--- src/rtl/hazard_ctrl_unit.sv ---
// hazard_ctrl_unit -- consumer-side hazard control for the ID/EX register
// of the 5-stage LEGv8 core.
//
// Purpose:
//   * EX-stage forwarding selects (combinational, EX/MEM beats MEM/WB,
//     XZR never forwards).
//   * Load-use stall: hold PC and IF/ID for one cycle and bubble ID/EX.
//   * Branch flush: IF/ID, ID/EX and EX/MEM flushed for FLUSH_CYCLES
//     cycles, counting the cycle in which branch_taken is seen.
//   * Memory wait: freeze the whole pipeline while mem_busy is high.
//
// Ports:
//   CLK, RESET          clock, synchronous active-high reset
//   ifid_rs1/rs2        source registers of the IF/ID instruction
//   ifid_uses_rs2       IF/ID instruction reads rs2
//   idex_rs1/rs2/rd     ID/EX register numbers
//   idex_memread        ID/EX instruction is a load
//   exmem_rd/regwrite   EX/MEM write-back fields
//   memwb_rd/regwrite   MEM/WB write-back fields
//   branch_taken        MEM-stage taken branch (one-cycle pulse)
//   mem_busy            data memory wait request
//   pc_write, ifid_write, ifid_flush, idex_bubble, exmem_flush, pipe_hold
//                       pipeline control outputs
//   fwd_a, fwd_b        operand selects: 00 regfile, 10 EX/MEM, 01 MEM/WB
//
// Optional build macro HAZARD_STATS_EN adds saturating event counters
// stall_count, flush_count and hold_count (cleared by RESET).

module hazard_ctrl_unit #(
    parameter int REG_W        = 5,
    parameter int ZERO_REG     = 31,
    parameter int FLUSH_CYCLES = 1
) (
    input  logic             CLK,
    input  logic             RESET,
    input  logic [REG_W-1:0] ifid_rs1,
    input  logic [REG_W-1:0] ifid_rs2,
    input  logic             ifid_uses_rs2,
    input  logic [REG_W-1:0] idex_rs1,
    input  logic [REG_W-1:0] idex_rs2,
    input  logic [REG_W-1:0] idex_rd,
    input  logic             idex_memread,
    input  logic [REG_W-1:0] exmem_rd,
    input  logic             exmem_regwrite,
    input  logic [REG_W-1:0] memwb_rd,
    input  logic             memwb_regwrite,
    input  logic             branch_taken,
    input  logic             mem_busy,
    output logic             pc_write,
    output logic             ifid_write,
    output logic             ifid_flush,
    output logic             idex_bubble,
    output logic             exmem_flush,
    output logic             pipe_hold,
    output logic [1:0]       fwd_a,
    output logic [1:0]       fwd_b
`ifdef HAZARD_STATS_EN
    ,
    output logic [31:0]      stall_count,
    output logic [31:0]      flush_count,
    output logic [31:0]      hold_count
`endif
);

    localparam logic [REG_W-1:0] ZERO_R     = REG_W'(ZERO_REG);
    // Flush cycles still owed after the cycle that sees branch_taken.
    localparam logic [2:0]       FLUSH_LOAD = 3'(FLUSH_CYCLES - 1);

    typedef enum logic [1:0] {
        ST_IDLE,
        ST_STALL,
        ST_FLUSH,
        ST_HOLD
    } state_t;

    state_t     state_reg, state_next;
    logic [2:0] cnt_reg, cnt_next;

    // ------------------------------------------------------------------
    // Forwarding, one identical selector per ALU operand.
    // ------------------------------------------------------------------
    logic [REG_W-1:0] fwd_src [2];
    logic [1:0]       fwd_sel [2];

    assign fwd_src[0] = idex_rs1;
    assign fwd_src[1] = idex_rs2;

    generate
        for (genvar gi = 0; gi < 2; gi++) begin : g_fwd
            assign fwd_sel[gi] =
                RESET ? 2'b00 :
                (exmem_regwrite && (exmem_rd != ZERO_R) && (exmem_rd == fwd_src[gi])) ? 2'b10 :
                (memwb_regwrite && (memwb_rd != ZERO_R) && (memwb_rd == fwd_src[gi])) ? 2'b01 :
                2'b00;
        end
    endgenerate

    assign fwd_a = fwd_sel[0];
    assign fwd_b = fwd_sel[1];

    // Load in EX whose result the IF/ID instruction needs next cycle.
    logic luh;
    assign luh = idex_memread && (idex_rd != ZERO_R) &&
                 ((idex_rd == ifid_rs1) || (ifid_uses_rs2 && (idex_rd == ifid_rs2)));

    // ------------------------------------------------------------------
    // Control FSM
    // ------------------------------------------------------------------
    always_ff @(posedge CLK) begin
        if (RESET) begin
            state_reg <= ST_IDLE;
            cnt_reg   <= 3'd0;
        end else begin
            state_reg <= state_next;
            cnt_reg   <= cnt_next;
        end
    end

    always_comb begin
        state_next  = state_reg;
        cnt_next    = cnt_reg;
        pc_write    = 1'b1;
        ifid_write  = 1'b1;
        ifid_flush  = 1'b0;
        idex_bubble = 1'b0;
        exmem_flush = 1'b0;
        pipe_hold   = 1'b0;

        case (state_reg)
            ST_IDLE, ST_STALL: begin
                if (branch_taken) begin
                    {ifid_flush, idex_bubble, exmem_flush} = 3'b111;
                    // A one-cycle flush is complete in this cycle.
                    state_next = (FLUSH_LOAD != 3'd0) ? ST_FLUSH : ST_IDLE;
                    cnt_next   = FLUSH_LOAD;
                end else if (state_reg == ST_STALL) begin
                    // The bubble already removed the load, so luh is not
                    // looked at again here.
                    state_next = ST_IDLE;
                end else if (mem_busy) begin
                    pc_write   = 1'b0;
                    ifid_write = 1'b0;
                    pipe_hold  = 1'b1;
                    state_next = ST_HOLD;
                end else if (luh) begin
                    pc_write    = 1'b0;
                    ifid_write  = 1'b0;
                    idex_bubble = 1'b1;
                    state_next  = ST_STALL;
                end
            end
            ST_FLUSH: begin
                {ifid_flush, idex_bubble, exmem_flush} = 3'b111;
                // cnt_reg counts flush cycles remaining including this one.
                if (branch_taken) begin
                    cnt_next = FLUSH_LOAD;
                end else if (cnt_reg <= 3'd1) begin
                    state_next = ST_IDLE;
                    cnt_next   = 3'd0;
                end else begin
                    cnt_next = cnt_reg - 3'd1;
                end
            end
            ST_HOLD: begin
                // MEM is frozen here, so branch_taken cannot be genuine.
                if (mem_busy) begin
                    pc_write   = 1'b0;
                    ifid_write = 1'b0;
                    pipe_hold  = 1'b1;
                end else if (luh) begin
                    // The release cycle checks a load-use that waited out
                    // the memory stall, so the pipeline never advances into it.
                    pc_write    = 1'b0;
                    ifid_write  = 1'b0;
                    idex_bubble = 1'b1;
                    state_next  = ST_STALL;
                end else begin
                    state_next = ST_IDLE;
                end
            end
            default: state_next = ST_IDLE;
        endcase

        if (RESET) begin
            pc_write    = 1'b0;
            ifid_write  = 1'b0;
            ifid_flush  = 1'b1;
            idex_bubble = 1'b1;
            exmem_flush = 1'b1;
            pipe_hold   = 1'b0;
            state_next  = ST_IDLE;
            cnt_next    = 3'd0;
        end
    end

`ifdef HAZARD_STATS_EN
    // ------------------------------------------------------------------
    // Saturating event counters: load-use stalls, flushes, holds.
    // A bubble without a flush can only come from a load-use stall.
    // ------------------------------------------------------------------
    logic        stat_evt [3];
    logic [31:0] stat_cnt [3];

    assign stat_evt[0] = idex_bubble && !ifid_flush && !RESET;
    assign stat_evt[1] = ifid_flush && !RESET;
    assign stat_evt[2] = pipe_hold;

    generate
        for (genvar gi = 0; gi < 3; gi++) begin : g_stat
            logic [31:0] count_reg;
            always_ff @(posedge CLK) begin
                if (RESET) begin
                    count_reg <= 32'd0;
                end else if (stat_evt[gi] && (count_reg != 32'hFFFF_FFFF)) begin
                    count_reg <= count_reg + 32'd1;
                end
            end
            assign stat_cnt[gi] = count_reg;
        end
    endgenerate

    assign stall_count = stat_cnt[0];
    assign flush_count = stat_cnt[1];
    assign hold_count  = stat_cnt[2];
`endif

endmodule

--- config.mk ---
export PLATFORM = sky130hd
export DESIGN_NAME = hazard_ctrl_unit
export DESIGN_NICKNAME = d
export VERILOG_FILES = /design/src/rtl/hazard_ctrl_unit.sv
export SDC_FILE = /design/constraint.sdc
export NUM_CORES = 1
export LEC_CHECK = 0
export CORE_AREA = 10 10 59 56
export CTS_CLUSTER_DIAMETER = 150
export DETAILED_ROUTE_END_ITERATION = 12
export DIE_AREA = 0 0 69 66
export HOLD_SLACK_MARGIN = 0.03
export PLACE_DENSITY = 0.88
export SKIP_CTS_REPAIR_TIMING = 1
export SYNTH_ARGS = -nofsm -noshare
export SYNTH_HDL_FRONTEND = slang
export SYNTH_SLANG_ARGS = --single-unit
--- constraint.sdc ---
create_clock -name CLK -period 2.3 [get_ports CLK]
set_clock_uncertainty 0.1 [all_clocks]
set_input_delay 0.46 -clock CLK [delete_from_list [all_inputs] [get_ports CLK]]
set_output_delay 0.46 -clock CLK [all_outputs]
set_load 0.05 [all_outputs]
==> impl_metrics.json <==
{
  "status": "complete, no violations",
  "synth_top_flop_cell": "dfxtp_1",
  "nFillCells": 100,
  "tightestPinTransition_ps": 304,
  "dr_total_vias": 1148,
  "power.density_cell_area_mw_per_mm2": 278,
  "floorplan.initialDensity_pct": 36.2,
  "clock-root-buffer": "clkbuf_4",
  "fin_crit_ps": 2250,
  "yosysWarnings": 0,
  "area_growth_syn_to_layout_pct": 134,
  "slew_headroom_pct": 79.6,
  "critPathMaxFanout": 6,
  "globalRouteTotalUtil_pct": 13.4,
  "postSynthAreaPerCell_um2": 7.46,
  "r2r_cells": 6,
  "simple_gate_fraction_of_synth_area_pct": 25.1,
  "grt_start_max_net_pins": 10,
  "timing.final.setup_violations": 0,
  "dieArea_mm2": 0.00455,
  "tritoncts": "yes",
  "dr_wl_cell_um": 21.3,
  "clock_sinks": 5,
  "synth.top_cells.by_area": "xnor2_1 (23%), dfxtp_1 (13%), xor2_1 (11%)",
  "seqCellArea_um2": 100,
  "cts-buffers-inserted": 3,
  "syn-num-nets": 148,
  "drv.max_cap_violation_count": 0,
  "synth-async-reset-ratio_pct": 0,
  "initial_antenna_violation_count": 1,
  "achievable-frequency_mhz": 444,
  "synth-adder-area-share_pct": 3.26,
  "synth_seq_cells": 5,
  "post-synth-top-area-cell": "xnor2_1",
  "finalWorstSetupSlack_ps": 45.7,
  "multi_input_comb_area_um2": 761,
  "required_ps": 1740,
  "finalWirelength_um": 4300,
  "grt_overflow_total": 0,
  "vdd.ir_drop.worst_uv": 193,
  "critPathKind": "reg -> out",
  "drt_first_iter_violations": 67,
  "clock_tree.buffer_depth": 2,
  "synth_top_family_by_area": "XOR/XNOR gates",
  "port_buffers": 52,
  "final_number_of_hold_violating_endpoints": 0,
  "setup-tns-final_ps": 0,
  "placement.setup.worst_slack_ps": -368,
  "ioPinCount": 53,
  "totalPowerFinal_w": 0.000500,
  "worstSetupEndpointType": "output port",
  "final_layout_size_suffix_gt1_share_pct": 28.7,
  "slew_viol_final": 0,
  "detail_route.drc_violations": 0,
  "die_w_um": 69,
  "worst_setup_path_start_kind": "flip-flop",
  "die_h_um": 66,
  "rows": 16,
  "gp_routability_congestion": 0.859,
  "final_antenna_net_count": 0,
  "num-nets-final": 220,
  "number_of_cells_traversed_by_the_worst_hold_path": 2,
  "grt_first_pass_wirelength_um": 5110,
  "path_clk_slew_ps": 40,
  "hold_slack_ps": 377,
  "place_hpwl_um": 2950,
  "finalCritPeriodShare_pct": 98.0,
  "yosys.area_share.xor_xnor_pct": 34.2,
  "portion_of_synthesized_cell_area_occupied_by_the_leading_cell_type_pct": 22.8,
  "core_area_mm2": 0.00212,
  "cts.htree.levels": 1,
  "synthesis.area_um2": 768,
  "worst_hold_path_type": "reg -> reg",
  "largest_reg_flops": 3,
  "synth.mux.area_fraction_pct": 1.30,
  "synth_edf_count": 0,
  "area_fraction_in_compound_gates_after_synthesis_pct": 17.8,
  "grt_pass1_vias": 1136,
  "synth.yosys.seq_area_share_pct": 13.0,
  "avgViaCountPerCell": 5.68,
  "p_leak_nw": 0.972,
  "worst_ep_arrival_time_ps": 1690,
  "clock_latency_on_the_worst_skew_pair_ps": 230,
  "synthesis.instances": 103,
  "first_pass_iteration_count_of_the_detailed_router": 4,
  "synthDistinctLibCells": 35
}
## logic make-up after synthesis
family	count (synthesis)
AO/OA/AOI/OAI	19
XOR/XNOR	30
adder cells (fa/ha/maj)	2
buffers and inverters	9
flip-flops	5
multiplexers	1
AND/OR/NAND/NOR	37
## report_power, final
part / internal [W] / total (W) / switching [W] / leakage, nW
registers: 0.0000891 / 0.0000927 / 0.00000360 / 0.0406
logic: 0.000160 / 0.000310 / 0.000150 / 0.916
clock network: 0.0000654 / 0.0000980 / 0.0000326 / 0.0150
total: 0.000314 / 0.000500 / 0.000186 / 0.972
## layer usage
| metal | share of wire, % | GRT usage [%] | up-vias |
|---|---|---|---|
| li1 | - | - | 496 |
| met1 | 34 | 11.3 | 536 |
| met2 | 53 | 28.1 | 99 |
| met3 | 8.9 | 4.20 | 17 |
| met4 | 3.5 | 5.78 | 0 |
| met5 | 0 | 0 | - |
## worst paths after layout
check / startpoint / endpoint / slack [ps]
max: state_reg[0] / idex_bubble / 50
min: cnt_reg[2] / cnt_reg[2] / 380
max reg2reg: cnt_reg[1] / cnt_reg[2] / 700
min reg2reg: cnt_reg[2] / cnt_reg[2] / 380
## cells in the mapped netlist (all sizes together) (2+ instances only)
| cell | instances |
|---|---|
| nand4 | 2 |
| nor2 | 3 |
| buf | 2 |
| nor4 | 2 |
| nor2b | 2 |
| ha | 2 |
| a21oi | 3 |
| nor3 | 4 |
| nand3 | 9 |
| inv | 6 |
| nand2 | 8 |
| xnor2 | 20 |
| o21ai | 3 |
| a21o | 2 |
| and2 | 2 |
| dfxtp | 5 |
| xor2 | 10 |
| a31oi | 3 |
## cell type report
class,instances,area share [%]
Clock buffer,4,1.46
Timing Repair Buffer,70,47.4
Sequential cell,5,5.57
Antenna cell,1,0.139
Tap cell,27,1.88
Multi-Input combinational cell,89,42.3
Inverter,6,1.25
## metrics by stage
step / utilization [%] / cells / cell area, µm²
after CTS: 73.3 / 199 / 1560
after detailed placement: 72.1 / 195 / 1530
after global routing: 84.7 / 202 / 1800
after global placement: 72.1 / 195 / 1530
final: 84.7 / 202 / 1800
after floorplan: - / 103 / 774
## worst max-delay path, cell delays in order (launching register included)
cell and delay, ps:
dfxtp_1 420, nand2b_1 240, o21ai_0 120, buf_4 150
a311o_1 360, buf_12 160
## placed cells by master, fill, tap and decap left out, types with 2 or more instances in the layout
master,count
nor2b_4,2
inv_1,6
ha_1,2
xnor2_1,19
a21oi_1,2
xor2_1,7
o21ai_0,2
dlymetal6s2s_1,37
nor2_1,3
nor4_4,2
buf_12,10
a31oi_1,2
nand4_1,2
nand2_1,8
xor2_2,3
dfxtp_1,5
nand3_1,8
nor3_2,2
clkbuf_4,3
buf_4,17
a21o_1,2
clkdlybuf4s50_1,5
Note: power is estimated with default switching activity, not from simulation.
==> RTL change 1, RTL diff (same flow settings) <==
Set the parameter `ZERO_REG` to 23 (it was 31).
--- a/src/rtl/hazard_ctrl_unit.sv
+++ b/src/rtl/hazard_ctrl_unit.sv
@@ -29,5 +29,5 @@
 module hazard_ctrl_unit #(
     parameter int REG_W        = 5,
-    parameter int ZERO_REG     = 31,
+    parameter int ZERO_REG     = 23,
     parameter int FLUSH_CYCLES = 1
 ) (
Check against the original RTL: not equivalent (Yosys sat finds a counterexample within 4 cycles, from zero or initial values and one cycle with RESET high).
==> RTL change 1 against the unedited design <==
  * Synthesized area is 0.65% higher
  * Combinational power is 1% lower
  * Via count is 4.8% lower
  * Critical path depth stayed put
  * Clock power is 8% higher
  * Design area is 0.70% higher
  * Power is 0.76% higher
  * Hold slack better by 0.023 ns
  * Wire length is 10% lower
  * Worst setup slack better by 0.036 ns
  * Sequential cell count stayed put
  * Sequential power is 0.9% lower
  * Largest cell class unchanged
==> RTL change 1: results (changes against the unedited design) <==
| Metric | Value |
|---|---|
| Worst-path maximum fanout | 6 (unchanged) |
| RePlAce Congestion | 0.903 (+5.1%) |
| CTS root buf | clkbuf_4 |
| Delay-heaviest family, CP | compound AO/OA/AOI/OAI gates |
| Post-Place Cells | 200 (+2.6%) |
| CTS buffer count | 3 (unchanged) |
| DRT Pass-1 Iters | 4 (unchanged) |
| Worst skew pair latency | 0.24 ns |
| Yosys warning count | 0 (unchanged) |
| Top area cells in the synthesized netlist | xnor2_1, dfxtp_1, xor2_1 |
| HP Class | reg2reg |
| Final HPWL DP | 2.90 mm (-1.7%) |
| Syn_nets | 147 (-0.68%) |
| Final cell count without fillers | 208 (+3.0%) |
| H-tree levels | 1 (unchanged) |
| Pwr Density | 278 nW/um^2 (about the same) |
| Lkg Pwr | 0.998 nW (+2.7%) |
| Post-Place Worst Slack | -0.326 ns (+0.0420 ns) |
| Via Count | 1093 (-4.8%) |
| Crit path DAT | 1.66 ns (-0.03 ns) |
| Post-synth ARST share | 0% (unchanged) |
| Initial antenna violation count | 3 (+2) |
| Clock buffer depth | 2 (unchanged) |
| Global Route Usage Sum | 13.5% (+0.15 points) |
| First-iteration detailed-routing DRC count | 45 (-33%) |
| Status | completed |
| Worst vdd ir | 0.237 mV (+23%) |
| # port buffers | 52 (unchanged) |
| Total wire length | 3.87 mm (-10%) |
| Sequential area share after synthesis | 12.9% (-0.084 points) |
| Placed Area | 1570 um^2 (+2.3%) |
| First-pass GRT wire length | 5.25 mm (+2.7%) |
| Final-layout fill cell count | 115 (+15%) |
| Post-synth cell types | 34 (-2.9%) |
| Top_reg_cell synth | dfxtp_1 |
| Max FFs per register | 3 (unchanged) |
| Final net count | 224 (+1.8%) |
| Largest net degree at the start of global routing | 8 (-2) |
| Slowest Stage Delay on Critical Path | 0.41 ns |
| Share of layout cells above drive strength 1 | 30.3% (+1.6 points) |
| Synth top cells by count | xnor2_1, xor2_1, nand2_1 |
| Actual slew at the worst max-slew pin | 0.358 ns (+0.0541 ns) |
| Cell count after synthesis | 102 (-0.97%) |
| Clock-pin slew on the worst setup and hold paths | 0.05 ns |
| Slowest-stage cell, CP | dfxtp_1 |
[RTL change 1: cell types whose count changed after synthesis]
cell / unedited run / this run
and3_1: 1 / 0
o21a_1: 1 / 0
nand3_1: 9 / 6
nand3b_1: 1 / 2
nand2_1: 8 / 7
nand4_1: 2 / 3
a21boi_0: 1 / 2
and4b_1: 0 / 1
nor2b_1: 2 / 3
[RTL change 1: power by group]
part,switching [mW],internal (mW)
clock,0.0401,0.0659
combinational,0.142,0.165
sequential,0.00310,0.0888
total,0.185,0.319
[RTL change 1: cell type report]
cell class	instances	area share, %
clock buffer	4	1.45
multi-input combinational	88	41.2
antenna	3	0.415
tap	27	1.87
timing repair buffer	75	48.3
inverter	6	1.24
sequential	5	5.53
[RTL change 1: worst paths after layout]
path / start / endpoint / slack [ns] / depth (start not counted)
max: state_reg[0] / idex_bubble / 0.08 / 5
min: cnt_reg[2] / cnt_reg[2] / 0.40 / 2
min reg2reg: cnt_reg[2] / cnt_reg[2] / 0.40 / 2
max reg2reg: cnt_reg[1] / cnt_reg[2] / 0.69 / 6
[RTL change 1: worst register-to-register path, stage by stage (launching register included)]
cell and delay, ns:
dfxtp_1 0.36, inv_1 0.07, ha_1 0.17, o21bai_1 0.21
a211oi_2 0.33, nand4_1 0.13, a31oi_1 0.17
[RTL change 1: cells by family after synthesis]
group	Yosys count	share of synthesized area, %
compound gates	19	17.6
xor+xnor	30	34.0
fa+ha+maj	2	3.24
buf+inv	9	5.34
flops	5	12.9
mux	1	1.29
simple gates	36	25.6
[RTL change 1: per-layer routing]
layer | routed length, um | GRT usage (%)
met4 | 82 | 4.52
met5 | 0 | 0
met3 | 289 | 4.65
met1 | 1370 | 12.6
met2 | 2130 | 27.1
==> RTL change 2, RTL diff (same settings) <==
Made on the original files. Re-encode `state_t` (4 states) as one-hot, 4 bits wide.
--- a/src/rtl/hazard_ctrl_unit.sv
+++ b/src/rtl/hazard_ctrl_unit.sv
@@ -67,9 +67,9 @@
     localparam logic [2:0]       FLUSH_LOAD = 3'(FLUSH_CYCLES - 1);
 
-    typedef enum logic [1:0] {
-        ST_IDLE,
-        ST_STALL,
-        ST_FLUSH,
-        ST_HOLD
+    typedef enum logic [3:0] {
+        ST_IDLE  = 4'b0001,
+        ST_STALL = 4'b0010,
+        ST_FLUSH = 4'b0100,
+        ST_HOLD  = 4'b1000
     } state_t;
 
Function: no difference found for any inputs over 10 cycles, from zero or initial values and one cycle with RESET high; not proved beyond that.
==> RTL change 2 against the unedited design <==
  * Worst setup slack better by 0.0037 ns
  * Synthesized cell count fell by 21%
  * Synthesized area is 19% lower
  * Design area down 5.4%
  * Count of clock-buffer cells in the layout did not move
  * Power down 6.0%
  * Sequential cell count decreased by 2
  * Wire length decreased by 15%
  * Core utilization decreased by 4.5 points
  * Register-to-register slack lost 0.17 ns
  * Sequential share of layout area is 2.0 points lower
==> RTL change 2: results (changes against the unedited design) <==
| Metric | Value |
|---|---|
| WS Path Type | in2out |
| Final-layout fill cell count | 116 (+16%) |
| Number of global-route vias before repair | 994 (-13%) |
| Post-route clock period utilization | 97.9% (-0.16 points) |
| Status | completed |
| Post-synth cell types | 27 (-23%) |
| M1 WL | 1.30 mm (-12%) |
| Hold depth | 3 (+1) |
| Worst r2r dst | state_reg[0] |
| Sequential area share after synthesis | 9.70% (-3.3 points) |
| Post-Place Worst Slack | -0.291 ns (+0.0766 ns) |
| Internal reg-to-reg setup slack | 0.53 ns (-0.17 ns) |
| Top area cells in the synthesized netlist | xnor2_1, xor2_1, dfxtp_1 |
| Wire per inst | 19.9 um (-6.6%) |
| Total wire length | 3.64 mm (-15%) |
| Critical R2R Launch | state_reg[0] |
| Mapped Avg Cell Area | 7.65 um^2 (+2.5%) |
| Logic gate share of total power | 66.9% (+5.0 points) |
| Syn_nets | 124 (-16%) |
| RePlAce Congestion | 0.933 (+8.7%) |
| Hold_sp | RESET |
| Metal2 WL | 1.99 mm (-13%) |
| Global Route Usage Sum | 11.2% (-2.2 points) |
| Synth top cells by count | xnor2_1, xor2_1, nand3_1 |
| Via Count | 921 (-20%) |
| Int Power | 0.287 mW (-8.8%) |
-- RTL change 2: logic make-up (layout without fill, tap and decap cells) --
kind of cell	count (synthesis)	count (layout)	share of synthesized area (%)
DFF	3	3	9.70
other	0	2	0
and+or+nand+nor	32	32	30.5
xor gates and xnor gates	32	32	45.3
AOI/OAI and AO/OA	10	10	10.9
buffers and inverters	4	77	3.63
-- RTL change 2: per-layer routing --
| layer | vias to the layer above | track usage [%] |
|---|---|---|
| li1 | 431 | - |
| met1 | 443 | 8.73 |
| met2 | 41 | 23.5 |
| met3 | 6 | 5.26 |
| met4 | 0 | 3.77 |
| met5 | - | 0 |
-- RTL change 2: final cells by class --
cell class / instances / area (um^2) / area share, %
Timing Repair Buffer: 72 / 862 / 50.7
Tap cell: 27 / 33.8 / 1.99
Sequential cell: 3 / 61.3 / 3.60
Multi-Input combinational cell: 74 / 709 / 41.7
Clock buffer: 4 / 26.3 / 1.54
Antenna cell: 2 / 5.00 / 0.294
Inverter: 1 / 3.75 / 0.221
